**src/rtl/pattern_loader.sv**
```systemverilog
// Command-frame parser feeding the serial pattern output stage: assembles the
// output and frequency patterns from received bytes and issues start/stop/error strobes.
module pattern_loader #(
  parameter int DATA_BIT = 32,
  parameter int TIMEOUT  = 100000
) (
  input  logic                clk,
  input  logic                rst_n,
  input  logic [7:0]          i_rx_data,
  input  logic                i_rx_done_tick,
  output logic                o_start,
  output logic                o_stop,
  output logic                o_mode,
  output logic [DATA_BIT-1:0] o_output_pattern,
  output logic [DATA_BIT-1:0] o_freq_pattern,
  output logic                o_err_tick,
  output logic                o_busy
);
  localparam int NB = DATA_BIT / 8;
  localparam int BW = $clog2(NB + 1);
  localparam int GW = $clog2(TIMEOUT + 1);

  typedef enum logic [1:0] {S_IDLE, S_OUT_PAT, S_FREQ_PAT, S_ISSUE} state_t;

  state_t              state_reg, state_next;
  logic [BW-1:0]       byte_cnt_reg, byte_cnt_next;
  logic [GW-1:0]       gap_reg, gap_next, gap_inc;
  logic                mode_sh_reg, mode_sh_next;
  logic [DATA_BIT-1:0] out_sh_reg, freq_sh_reg;
  logic                out_we, freq_we, sh_clear, issue;
  logic                start_next, stop_next, err_next;
  logic                last_byte, timeout_hit;

  always_comb begin
    state_next    = state_reg;
    byte_cnt_next = byte_cnt_reg;
    gap_next      = gap_reg;
    mode_sh_next  = mode_sh_reg;
    start_next    = 1'b0;
    stop_next     = 1'b0;
    err_next      = 1'b0;
    out_we        = 1'b0;
    freq_we       = 1'b0;
    sh_clear      = 1'b0;
    issue         = 1'b0;
    gap_inc       = gap_reg + GW'(1);
    last_byte     = (byte_cnt_reg == BW'(NB - 1));
    // The counter value this clock would reach decides the timeout, so a byte
    // landing in that same clock still wins.
    timeout_hit   = (gap_inc == GW'(TIMEOUT - 1));
    case (state_reg)
      S_IDLE: begin
        gap_next = '0;
        if (i_rx_done_tick) begin
          if (i_rx_data == 8'h01 || i_rx_data == 8'h02) begin
            mode_sh_next  = i_rx_data[1];
            byte_cnt_next = '0;
            state_next    = S_OUT_PAT;
          end else if (i_rx_data == 8'h03) begin
            stop_next = 1'b1;
          end else begin
            err_next = 1'b1;
          end
        end
      end
      S_OUT_PAT, S_FREQ_PAT: begin
        if (i_rx_done_tick) begin
          gap_next = '0;
          out_we   = (state_reg == S_OUT_PAT);
          freq_we  = (state_reg == S_FREQ_PAT);
          if (last_byte) begin
            byte_cnt_next = '0;
            state_next    = (state_reg == S_OUT_PAT) ? S_FREQ_PAT : S_ISSUE;
          end else begin
            byte_cnt_next = byte_cnt_reg + BW'(1);
          end
        end else if (timeout_hit) begin
          err_next      = 1'b1;
          sh_clear      = 1'b1;
          gap_next      = '0;
          byte_cnt_next = '0;
          mode_sh_next  = 1'b0;
          state_next    = S_IDLE;
        end else begin
          gap_next = gap_inc;
        end
      end
      S_ISSUE: begin
        issue      = 1'b1;
        start_next = 1'b1;
        gap_next   = '0;
        state_next = S_IDLE;
      end
      default: state_next = S_IDLE;
    endcase
  end

  always_ff @(posedge clk or negedge rst_n) begin
    if (!rst_n) begin
      state_reg        <= S_IDLE;
      byte_cnt_reg     <= '0;
      gap_reg          <= '0;
      mode_sh_reg      <= 1'b0;
      o_start          <= 1'b0;
      o_stop           <= 1'b0;
      o_err_tick       <= 1'b0;
      o_busy           <= 1'b0;
      o_mode           <= 1'b0;
      o_output_pattern <= '0;
      o_freq_pattern   <= '0;
    end else begin
      state_reg    <= state_next;
      byte_cnt_reg <= byte_cnt_next;
      gap_reg      <= gap_next;
      mode_sh_reg  <= mode_sh_next;
      o_start      <= start_next;
      o_stop       <= stop_next;
      o_err_tick   <= err_next;
      o_busy       <= (state_next != S_IDLE);
      if (issue) begin
        o_mode           <= mode_sh_reg;
        o_output_pattern <= out_sh_reg;
        o_freq_pattern   <= freq_sh_reg;
      end
    end
  end

  // One byte lane per generate iteration; little-endian lane select by byte_cnt.
  for (genvar gi = 0; gi < NB; gi++) begin : g_lane
    always_ff @(posedge clk or negedge rst_n) begin
      if (!rst_n) begin
        out_sh_reg[8*gi +: 8]  <= 8'h00;
        freq_sh_reg[8*gi +: 8] <= 8'h00;
      end else if (sh_clear) begin
        out_sh_reg[8*gi +: 8]  <= 8'h00;
        freq_sh_reg[8*gi +: 8] <= 8'h00;
      end else if (byte_cnt_reg == BW'(gi)) begin
        if (out_we)  out_sh_reg[8*gi +: 8]  <= i_rx_data;
        if (freq_we) freq_sh_reg[8*gi +: 8] <= i_rx_data;
      end
    end
  end

endmodule

```
**config.mk**
```make
export PLATFORM = sky130hd
export DESIGN_NAME = pattern_loader
export DESIGN_NICKNAME = d
export VERILOG_FILES = /design/src/rtl/pattern_loader.sv
export SDC_FILE = /design/constraint.sdc
export NUM_CORES = 1
export LEC_CHECK = 0
export BUFFER_PORTS_ARGS = -buffer_cell sky130_fd_sc_hd__buf_4
export CORE_MARGIN = 5
export CORE_UTILIZATION = 55
export CTS_CLUSTER_SIZE = 25
export DETAILED_ROUTE_END_ITERATION = 7
export MAX_ROUTING_LAYER = met4
export PLACE_DENSITY_LB_ADDON = 0.15
export SKIP_CTS_REPAIR_TIMING = 1
export SYNTH_ARGS = -nofsm -noshare
export SYNTH_HDL_FRONTEND = slang
export SYNTH_SLANG_ARGS = --single-unit
```
**constraint.sdc**
```tcl
create_clock -name clk -period 2.9 [get_ports clk]
set_input_delay 0.29 -clock clk [delete_from_list [all_inputs] [get_ports clk]]
set_output_delay 0.29 -clock clk [all_outputs]
set_load 0.01 [all_outputs]
```
Yosys cells after proc, flatten, opt, wreduce, memory -nomap -nowiden:

Index checks and enable logic that the tools add are counted.

* multiplexer cells: 55
* reductions and logical operators: 23
* $add $sub $neg: 2
* equality and inequality tests: 15

Operator list (number)
* $mux 8: 18
* $mux 17: 2
* $pmux 17 s2: 1
* $mux 1: 20
* $add 17x1->17 const B: 1
* $eq 17x17->1 const B: 1
* $eq 8x2->1 const B: 2
* $reduce_and 2->1: 8
* $reduce_bool 2->1: 8
* $mux 3: 5
* $mux 2: 5
* $eq 8x1->1 const B: 1
* $ne 2x2->1 const B: 4
* $eq 3x2->1 const B: 2
* $pmux 2 s3: 1
* $pmux 3 s2: 1
* $reduce_and 5->1: 1
* $eq 2x2->1 const B: 2
* $pmux 1 s2: 2
* $reduce_and 4->1: 1
* $reduce_or 2->1: 2
* $add 3x1->3 const B: 1
* $eq 3x1->1 const B: 1
* $logic_not 3->1: 1
* other kinds (4): 4

* logic and storage cells: 114
* output and inout port bits: 69
* bits in registers: 156
* input port bits: 11

Depth between registers and ports, before layout:

Gate-level depths: netlist of the first run.

* word-level depth: 7
* mapped depth: 9
* gate-level depth less buffers: 8

Least setup slack after synthesis of the first run:

No wires, ideal clock.

* kind: register to register
* start point: register gap_reg[0]
* end point: register freq_sh_reg[0]
* cell stages (with the launch flop): 9
* setup time: 0.119 ns
* period minus slack after synthesis: 2.249 ns
* data required time: 2.781 ns
* data arrival time: 2.130 ns
* setup slack: 0.651 ns
* buffers on the path: 1
* cells stage by stage: dfrtp_1 ha_1 xnor2_1 or4_1 nor2_1 nand4b_2 nor3_4 buf_6 a21oi_2

* longest elaborated chain between the ends: 7
* elaborated cells on any way between the ends: 9
* those cells by class: add/sub: 1; eq/ne: 1; mux: 4; reduce/logical: 3

RTL lines
* start: declaration: RTL line 27 `logic [GW-1:0] gap_reg, gap_next, gap_inc;`
* start signal: assignment: RTL line 114 `gap_reg <= gap_next;`
* $add 17x1->17 *: RTL line 46 `gap_inc = gap_reg + GW'(1);`
* $eq 17x17->1 *: RTL line 50 `timeout_hit = (gap_inc == GW'(TIMEOUT - 1));`
* $mux 1 *: RTL line 77 `end else if (timeout_hit) begin`
* $mux 1 *: RTL line 67 `if (i_rx_done_tick) begin`
* $mux 1 *: RTL line 51 `case (state_reg)`
* $reduce_bool 2->1 (no line)
* $reduce_and 2->1 (no line)
* end signal: indexed assignment: RTL line 139 `if (freq_we) freq_sh_reg[8*gi +: 8] <= i_rx_data;`
* end: declaration: RTL line 29 `logic [DATA_BIT-1:0] out_sh_reg, freq_sh_reg;`

Every way passes the cells marked *; elsewhere a longest branch is shown, timed or not.
A chain may end at the register's enable or synchronous reset.

Final worst setup path of the first run:

* start point: register gap_reg[0]
* end point: register gap_reg[6]

* longest elaborated chain between the ends: 5

RTL lines (RTL line)
* $add 17x1->17 *: 46
* $eq 17x17->1: 50
* $mux 17 *: 77
* $mux 17 *: 67
* $pmux 17 s2 *: 51
* named net gap_next[6]: 27

Mark *: on every way through the listed nets, which the timed path passes. The rest lies on a longest branch.

==> key figures, run 1 <==
Timing
  • RSZ-0062 raised after global routing: false
  • Fin Clk Skew: 0.00642 ns
  • Worst-Margin Slew: 0.825 ns
  • Final worst-path setup slack: around 0.49 ns
  • Endpoints failing hold: 0
  • Fmax: about 0.41 GHz
  • Worst slew margin: 45.0%
  • Post-layout min period: approximately 2.4 ns
  • Final setup viols: 0
  • Final Max Tran Viols: 0
  • Setup TNS: 0 ns
  • Final Cycle Share: 83.1%

Worst setup path
  • Cell mode on critical path: nor2_1
  • FF-to-FF Start: gap_reg[0]
  • Worst setup SP type: register
  • Reg2reg end: gap_reg[6]
  • CP required: 3.21 ns
  • CP bufs+invs: 1
  • Setup CP Type: register to register
  • R2r setup slk: 0.49 ns
  • Crit-path max cell delay: 0.41 ns
  • Arr. time, crit path: 2.72 ns
  • Crit-path cells: ha_1, xnor2_1, or4_1, nor2_1, nand4b_2, o311ai_4, buf_4, nor2_1
  • Worst Path Max Fanout: 14
  • Setup crit end kind: register
  • Critical path's top delay family: simple AND/OR/NAND/NOR gates
  • R2R depth: 8
  • Slowest CP cell: dfrtp_1
  • Worst path depth: 8

Pwr
  • Switching part of the total: a little under a third
  • Gate power share: roughly 29%
  • Internal power: ~5300 µW
  • Maximum VDD drop: roughly 0.44 mV
  • Leak pwr: 0.00384 µW
  • Clk network pwr share: 26.8%
  • Overall power: 7620 µW
  • Switching pwr: 2340 µW
  • Seq pwr share: 44.3%
  • PD cells: 948 mW/mm²

Drt
  • Remaining antenna violation count after routing: 0
  • DR WL/cell: 16.9 µm
  • Via count: 4606
  • Drt pass-1 iters: 7
  • Number of remaining DRC errors: 0
  • Routed WL: 14200 µm
  • Drt via density: 5.51
  • DR iter-0 viols: 302

Global routing
  • Largest net degree at the start of global routing: slightly above 90
  • Global-route wire length before repair: 24200 µm
  • Gr ovfl total: 0
  • Initial antenna violation count: 0
  • Vias in the first global route: 4652
  • Gr usage total: 21.7%

Logic synthesis
  • Syn avg cell area: 11.6 µm²
  • Syn Inst Count: 585
  • FF+latch count, synth: 156
  • Synth Area in Simple Gates: 14.4%
  • Syn Nets: 606
  • Post-synthesis mux area share: a little over an eighth
  • Async set-or-reset flop fraction in the synthesized netlist: 100%
  • Ys flop type: dfrtp_1
  • Compound-Gate Fraction of Synth Area: 7.27%
  • Dominant combinational cell family by area after synthesis: simple AND/OR/NAND/NOR gates
  • Ys Warns: 0
  • Distinct cells, synth: 45
  • Post-synthesis sequential area ratio: 57.4%
  • Post-Synth XOR/XNOR Area: 2.32%
  • Number of enable flip-flop cells after synthesis: 0
  • Synth Area in Adders: under 10%
  • Post-Synthesis Cell Area: 0.00680 mm²

Worst hold path
  • Hold Path Cell Cnt: 3
  • Hold endpoint: o_stop
  • HP Class: primary input to register
  • Worst Min Path Start: i_rx_data[0]

Clock network
  • CTS root buf: clkbuf_16
  • CTS tree: done
  • Clk sinks: around 160
  • CTS clock-pin slew for the worst setup and hold paths: 0.06 ns
  • Clock buffer depth: 2
  • Clock Latency Late Sink: 0.42 ns
  • H-tree depth: 4
  • Total CTS buffers: 17

Place
  • DP HPWL: 9450 µm
  • Port Buffers: 79
  • Dpl ws: between 0.4 and 0.5 ns
  • RePlAce Congestion: 0.868
  • Placed insts: around 810

Floorplan
  • Die W: 121 µm
  • Row count: 40
  • IO Pins: 80
  • Die Span Y: 121 µm
  • Initial Util: about 56%
  • Core footprint: 0.0121 mm²
  • Die area: 0.0147 mm²

Final layout
  • Layout area overhead: 18.2%
  • Commonest non-fill, non-tap cell in the layout: dfrtp_1
  • Final Util: 66.7%
  • Layout Nets: 678
  • Commonest cells after routing, fill and taps aside: dfrtp_1 (156), buf_4 (86), nand2_1 (66)
  • Final Non-Filler Cells: 836
  • Final antenna diode count: 0
  • FF+latch area: 0.00390 mm²
  • Fillcell total: slightly above 900
  • Share of layout cells above drive strength 1: 31.7%
  • Area occupied by multi-input gates: 0.00265 mm²

Status
  • Outcome: finished, final reports clean

Job
  • Max-cap violations: 0
-- worst max path at each step --
| stage | end | startpoint |
|---|---|---|
| 2_1_floorplan | freq_sh_reg[0] | gap_reg[0] |
| 3_3_place_gp | gap_reg[13] | gap_reg[0] |
| 3_5_place_dp | gap_reg[5] | gap_reg[0] |
| 4_1_cts | gap_reg[5] | gap_reg[0] |
| 5_1_grt | out_sh_reg[17] | gap_reg[0] |
| 6_report | gap_reg[6] | gap_reg[0] |
-- per-layer routing --
metal | vias up | global-route usage (%) | wire [µm]
met5 | - | - | 0
met4 | 0 | 7.35 | 325
met3 | 35 | 6.06 | 737
met2 | 132 | 32.4 | 6860
met1 | 2275 | 28.8 | 6230
li1 | 2164 | - | -
-- cells in the mapped netlist, drive strengths merged, types with 3 or more instances --
| master | count | area share [%] |
|---|---|---|
| nand2 | 66 | 3.6 |
| inv | 7 | 0.39 |
| nor3 | 6 | 0.68 |
| clkbuf | 11 | 0.66 |
| mux2i | 16 | 2.4 |
| mux2 | 65 | 11 |
| nand4b | 3 | 0.48 |
| dfrtp | 156 | 57 |
| nor2b | 3 | 0.28 |
| nor2 | 51 | 2.8 |
| a21oi | 52 | 4.9 |
| nand4 | 6 | 0.99 |
| ha | 10 | 1.8 |
| nand3 | 61 | 4.5 |
| buf | 26 | 2.6 |
| nor4 | 3 | 0.37 |
| o21ai | 6 | 0.44 |
| xnor2 | 10 | 1.3 |
| xor2 | 8 | 1.0 |
-- cell type report --
class | instances | area share (%)
clock buffers | 23 | 5.94
repair buffers | 90 | 8.79
inverters | 7 | 0.327
well taps | 168 | 2.61
clock inverters | 7 | 0.825
flip-flops and latches | 156 | 48.5
multi-input cells | 385 | 33.0
-- tightest hold or removal path: stages --
cell and delay [ns]:
buf_4 0.17, nand2_1 0.07, nor2_1 0.04
-- power groups by stage --
stage | clock network [µW] | registers, µW | logic [µW]
after floorplan | 0 | 3450 | 1210
after global placement | 0 | 3380 | 2150
after detailed placement | 0 | 3420 | 2210
after CTS | 2070 | 3390 | 2230
after global routing | 2170 | 3480 | 2440
final | 2040 | 3380 | 2200
-- metrics by stage --
stage	area (µm²)	hold slack [ns]
floorplan	6800	-0.00559
global placement	7490	0.410
detailed placement	7490	0.420
CTS	8030	-0.0240
global route	8040	0.188
finish	8040	0.193
-- cells by family after synthesis --
logic type	Yosys count
AND/OR/NAND/NOR	205
flip-flops	156
multiplexers	81
AO/OA/AOI/OAI	71
buffers and inverters	44
XOR/XNOR	18
adder cells (fa/ha/maj)	10
Power figures use the tool's default switching activity.
==> run 2: changes to the inputs <==
--- a/config.mk
+++ b/config.mk
@@ -5,9 +5,10 @@
 export SDC_FILE = /design/constraint.sdc
 export NUM_CORES = 1
 export LEC_CHECK = 0
+export ABC_AREA = 1
 export BUFFER_PORTS_ARGS = -buffer_cell sky130_fd_sc_hd__buf_4
 export CORE_MARGIN = 5
-export CORE_UTILIZATION = 55
+export CORE_UTILIZATION = 53
 export CTS_CLUSTER_SIZE = 25
 export DETAILED_ROUTE_END_ITERATION = 7
 export MAX_ROUTING_LAYER = met4
==> constraint.sdc (replaced) <==
create_clock -name clk -period 2 [get_ports clk]
set_input_delay 0.2 -clock clk [delete_from_list [all_inputs] [get_ports clk]]
set_output_delay 0.2 -clock clk [all_outputs]
set_load 0.01 [all_outputs]
==> key figures, run 2 <==
Timing
  • Endpoints failing hold: 0 (unchanged)
  • Worst-Margin Slew: 0.555 ns (was 0.825 ns)
  • RSZ-0062 raised after global routing: true (was false)
  • Final Cycle Share: 118% (was 83.1%)
  • Final Max Tran Viols: 0 (unchanged)
  • Final setup viols: 88 (was 0)
  • Worst slew margin: 63.0% (was 45.0%)
  • Post-layout min period: 2.37 ns (was 2.41 ns)
  • Final worst-path setup slack: -0.370 ns (was 0.489 ns)
  • Fin Clk Skew: 0.00820 ns (was 0.00642 ns)
  • Fmax: 0.422 GHz (was 0.415 GHz)
  • Hold_ws: 0.0441 ns (was 0.193 ns)

Logic synthesis
  • Count leader, synth: nand2_1 (was dfrtp_1)
  • Compound-Gate Fraction of Synth Area: 10.6% (was 7.27%)
  • Syn Nets: 711 (was 606)
  • Share of the synthesized area in the top cell type: 55.3% (was 57.4%)
  • Post-synthesis sequential area ratio: 55.3% (was 57.4%)
  • Post-Synthesis Cell Area: 0.00706 mm² (was 0.00680 mm²)
  • Async set-or-reset flop fraction in the synthesized netlist: 100% (unchanged)
  • Synth Area in Adders: 1.77% (was 1.84%)
  • FF+latch count, synth: 156 (unchanged)
  • Post-synth top cells: nand2_1 (207), dfrtp_1 (156), mux2_2 (64) (was dfrtp_1 (156), nand2_1 (66), mux2_2 (65))
  • Dominant combinational cell family by area after synthesis: simple AND/OR/NAND/NOR gates (unchanged)
  • Syn avg cell area: 10.2 µm² (was 11.6 µm²)
  • Syn Inst Count: 690 (was 585)
  • Ys Warns: 0 (unchanged)
  • Top cells by area, synth: dfrtp_1 (55%), nand2_1 (11%), mux2_2 (10%) (was dfrtp_1 (57%), mux2_2 (11%), nand3_1 (4.5%))
  • Yosys top cell by area: dfrtp_1 (unchanged)
  • Distinct cells, synth: 31 (was 45)
  • Post-synthesis mux area share: 10.2% (was 13.1%)
  • Ys flop type: dfrtp_1 (unchanged)
  • Number of enable flip-flop cells after synthesis: 0 (unchanged)
  • Post-Synth XOR/XNOR Area: 0.124% (was 2.32%)
  • Synth Area in Simple Gates: 17.3% (was 14.4%)

Status
  • Failing checks: setup timing
  • Outcome: finished with violations (was finished, final reports clean)

Final layout
  • Layout area overhead: 34.9% (was 18.2%)
  • Fillcell total: 945 (was 933)
  • Layout Nets: 874 (was 678)
  • Commonest cells after routing, fill and taps aside: nand2_1 (170), dfrtp_1 (155), buf_4 (141) (was dfrtp_1 (156), buf_4 (86), nand2_1 (66))
  • Commonest non-fill, non-tap cell in the layout: nand2_1 (was dfrtp_1)
  • Final antenna diode count: 0 (unchanged)
  • Final Non-Filler Cells: 1040 (was 836)
  • Post-route cell area: 0.00952 mm² (was 0.00804 mm²)
  • Share of layout cells above drive strength 1: 42.8% (was 31.7%)

Worst setup path
  • R2r setup slk: -0.37 ns (was 0.49 ns)
  • Worst Path Max Fanout: 8 (was 14)
  • Arr. time, crit path: 2.66 ns (was 2.72 ns)
  • CP required: 2.29 ns (was 3.21 ns)
  • Worst setup SP type: register (unchanged)
  • Crit path from: gap_reg[1] (was gap_reg[0])
  • Setup crit end kind: register (unchanged)
  • Setup CP Type: register to register (unchanged)
  • FF-to-FF Start: gap_reg[1] (was gap_reg[0])
  • R2R depth: 14 (was 8)

Global routing
  • Vias in the first global route: 5550 (was 4652)
  • Gr ovfl total: 0 (unchanged)
  • Largest net degree at the start of global routing: 61 (was 92)
  • Global-route wire length before repair: 27900 µm (was 24200 µm)
  • Gr usage total: 22.8% (was 21.7%)
  • Initial antenna violation count: 0 (unchanged)

Floorplan
  • IO Pins: 80 (unchanged)
  • Die Span Y: 125 µm (was 121 µm)
  • Initial Util: 53.7% (was 56.4%)
  • Die area: 0.0157 mm² (was 0.0147 mm²)
  • Row count: 42 (was 40)
  • Core footprint: 0.0131 mm² (was 0.0121 mm²)
  • Die W: 125 µm (was 121 µm)

Clock network
  • Clock buffer depth: 2 (unchanged)
  • CTS clock-pin slew for the worst setup and hold paths: 0.06 ns (about the same)
  • H-tree depth: 4 (unchanged)
  • Total CTS buffers: 17 (unchanged)
  • CTS root buf: clkbuf_16 (unchanged)
  • Clock Latency Late Sink: 0.42 ns (about the same)
  • CTS tree: done (unchanged)
  • Clk sinks: 156 (unchanged)

Drt
  • Routed WL: 17600 µm (was 14200 µm)
  • DR iter-0 viols: 340 (was 302)
  • Remaining antenna violation count after routing: 0 (unchanged)
  • Drt via density: 5.36 (was 5.51)
  • Via count: 5577 (was 4606)
  • DR WL/cell: 17.0 µm (was 16.9 µm)
  • Drt pass-1 iters: 4 (was 7)
  • Number of remaining DRC errors: 0 (unchanged)

Pwr
  • PD cells: 757 mW/mm² (was 948 mW/mm²)
  • Overall power: 7210 µW (was 7620 µW)
  • Maximum VDD drop: 0.636 mV (was 0.435 mV)
  • Leak pwr: 0.00485 µW (was 0.00384 µW)

Place
  • DP HPWL: 11500 µm (was 9450 µm)
  • Port Buffers: 79 (unchanged)
  • Dpl ws: -0.318 ns (was 0.499 ns)
  • Placed cell area: 0.00831 mm² (was 0.00749 mm²)
  • RePlAce Congestion: 0.853 (was 0.868)
  • Placed insts: 986 (was 805)

Worst hold path
  • Hold Path Cell Cnt: 4 (was 3)
  • Worst Min Path Start: i_rx_data[2] (was i_rx_data[0])
  • HP Class: primary input to register (unchanged)

Job
  • Max-cap violations: 0 (unchanged)
run 2: changes by cell type in the layout (fill, tap and decap cells not counted), sizes merged, moves of 7 or more:
cell,delta
buf,+76
inv,+40
o21ai,+7
xor2,-8
xnor2,-9
mux2i,-16
nand2,+147
o211ai,+64
a21oi,-47
nand3,-42
run 2: final cells by class:
type	count	area [µm²]	share of cell area, %
Tap cell	176	220	2.31
Clock inverter	12	166	1.75
Timing Repair Buffer	169	1460	15.3
Inverter	45	196	2.06
Multi-Input combinational cell	464	3140	32.9
Clock buffer	18	439	4.61
Sequential cell	156	3910	41.0
run 2: power by group:
part	switching, µW	internal [µW]
clock	1310	2000
combinational	358	205
sequential	74.9	3260
total	1740	5470
run 2: worst paths after layout:
| kind | endpoint |
|---|---|
| worst max-delay path | out_sh_reg[17] |
| worst min-delay path | o_stop |
| worst max register to register | out_sh_reg[17] |
| worst min register to register | o_freq_pattern[28] |
| max in group asynchronous | o_freq_pattern[11] |
| min in group asynchronous | gap_reg[2] |
run 2: kinds of logic after synthesis:
kind of cell             count (synthesis)
flip-flops                             156
multiplexers                            64
adder cells (fa/ha/maj)                 10
AO/OA/AOI/OAI                           87
buffers and inverters                   73
XOR/XNOR                                 1
AND/OR/NAND/NOR                        299
run 2: worst max-delay path, cell delays in order, from the launching register on:
cell and delay, ns:
dfrtp_1 0.40, buf_4 0.13, nand2_1 0.08, nor2_4 0.22, nand2_4 0.09, o21ai_2 0.15, nand2_2 0.08, nor2_2 0.09
nand4_1 0.17, nor2_4 0.23, buf_6 0.15, nand2_8 0.08, buf_8 0.15, o211ai_1 0.12, nand2_2 0.09
run 2: stage by stage:
stage,TNS (ns),utilization [%]
floorplan,-0.210,-
global placement,-16.91,63.3
detailed placement,-20.53,63.3
CTS,-22.14,67.9
global route,-36.44,72.5
finish,-24.94,72.5
run 2: per-layer routing:
| metal | part of all wire, % | vias up | track usage [%] | wire (µm) |
|---|---|---|---|---|
| met5 | 0 | - | - | 0 |
| li1 | - | 2644 | - | - |
| met3 | 4.1 | 35 | 4.69 | 730 |
| met2 | 50 | 133 | 35.6 | 8790 |
| met4 | 2.3 | 0 | 9.50 | 413 |
| met1 | 44 | 2765 | 29.1 | 7710 |
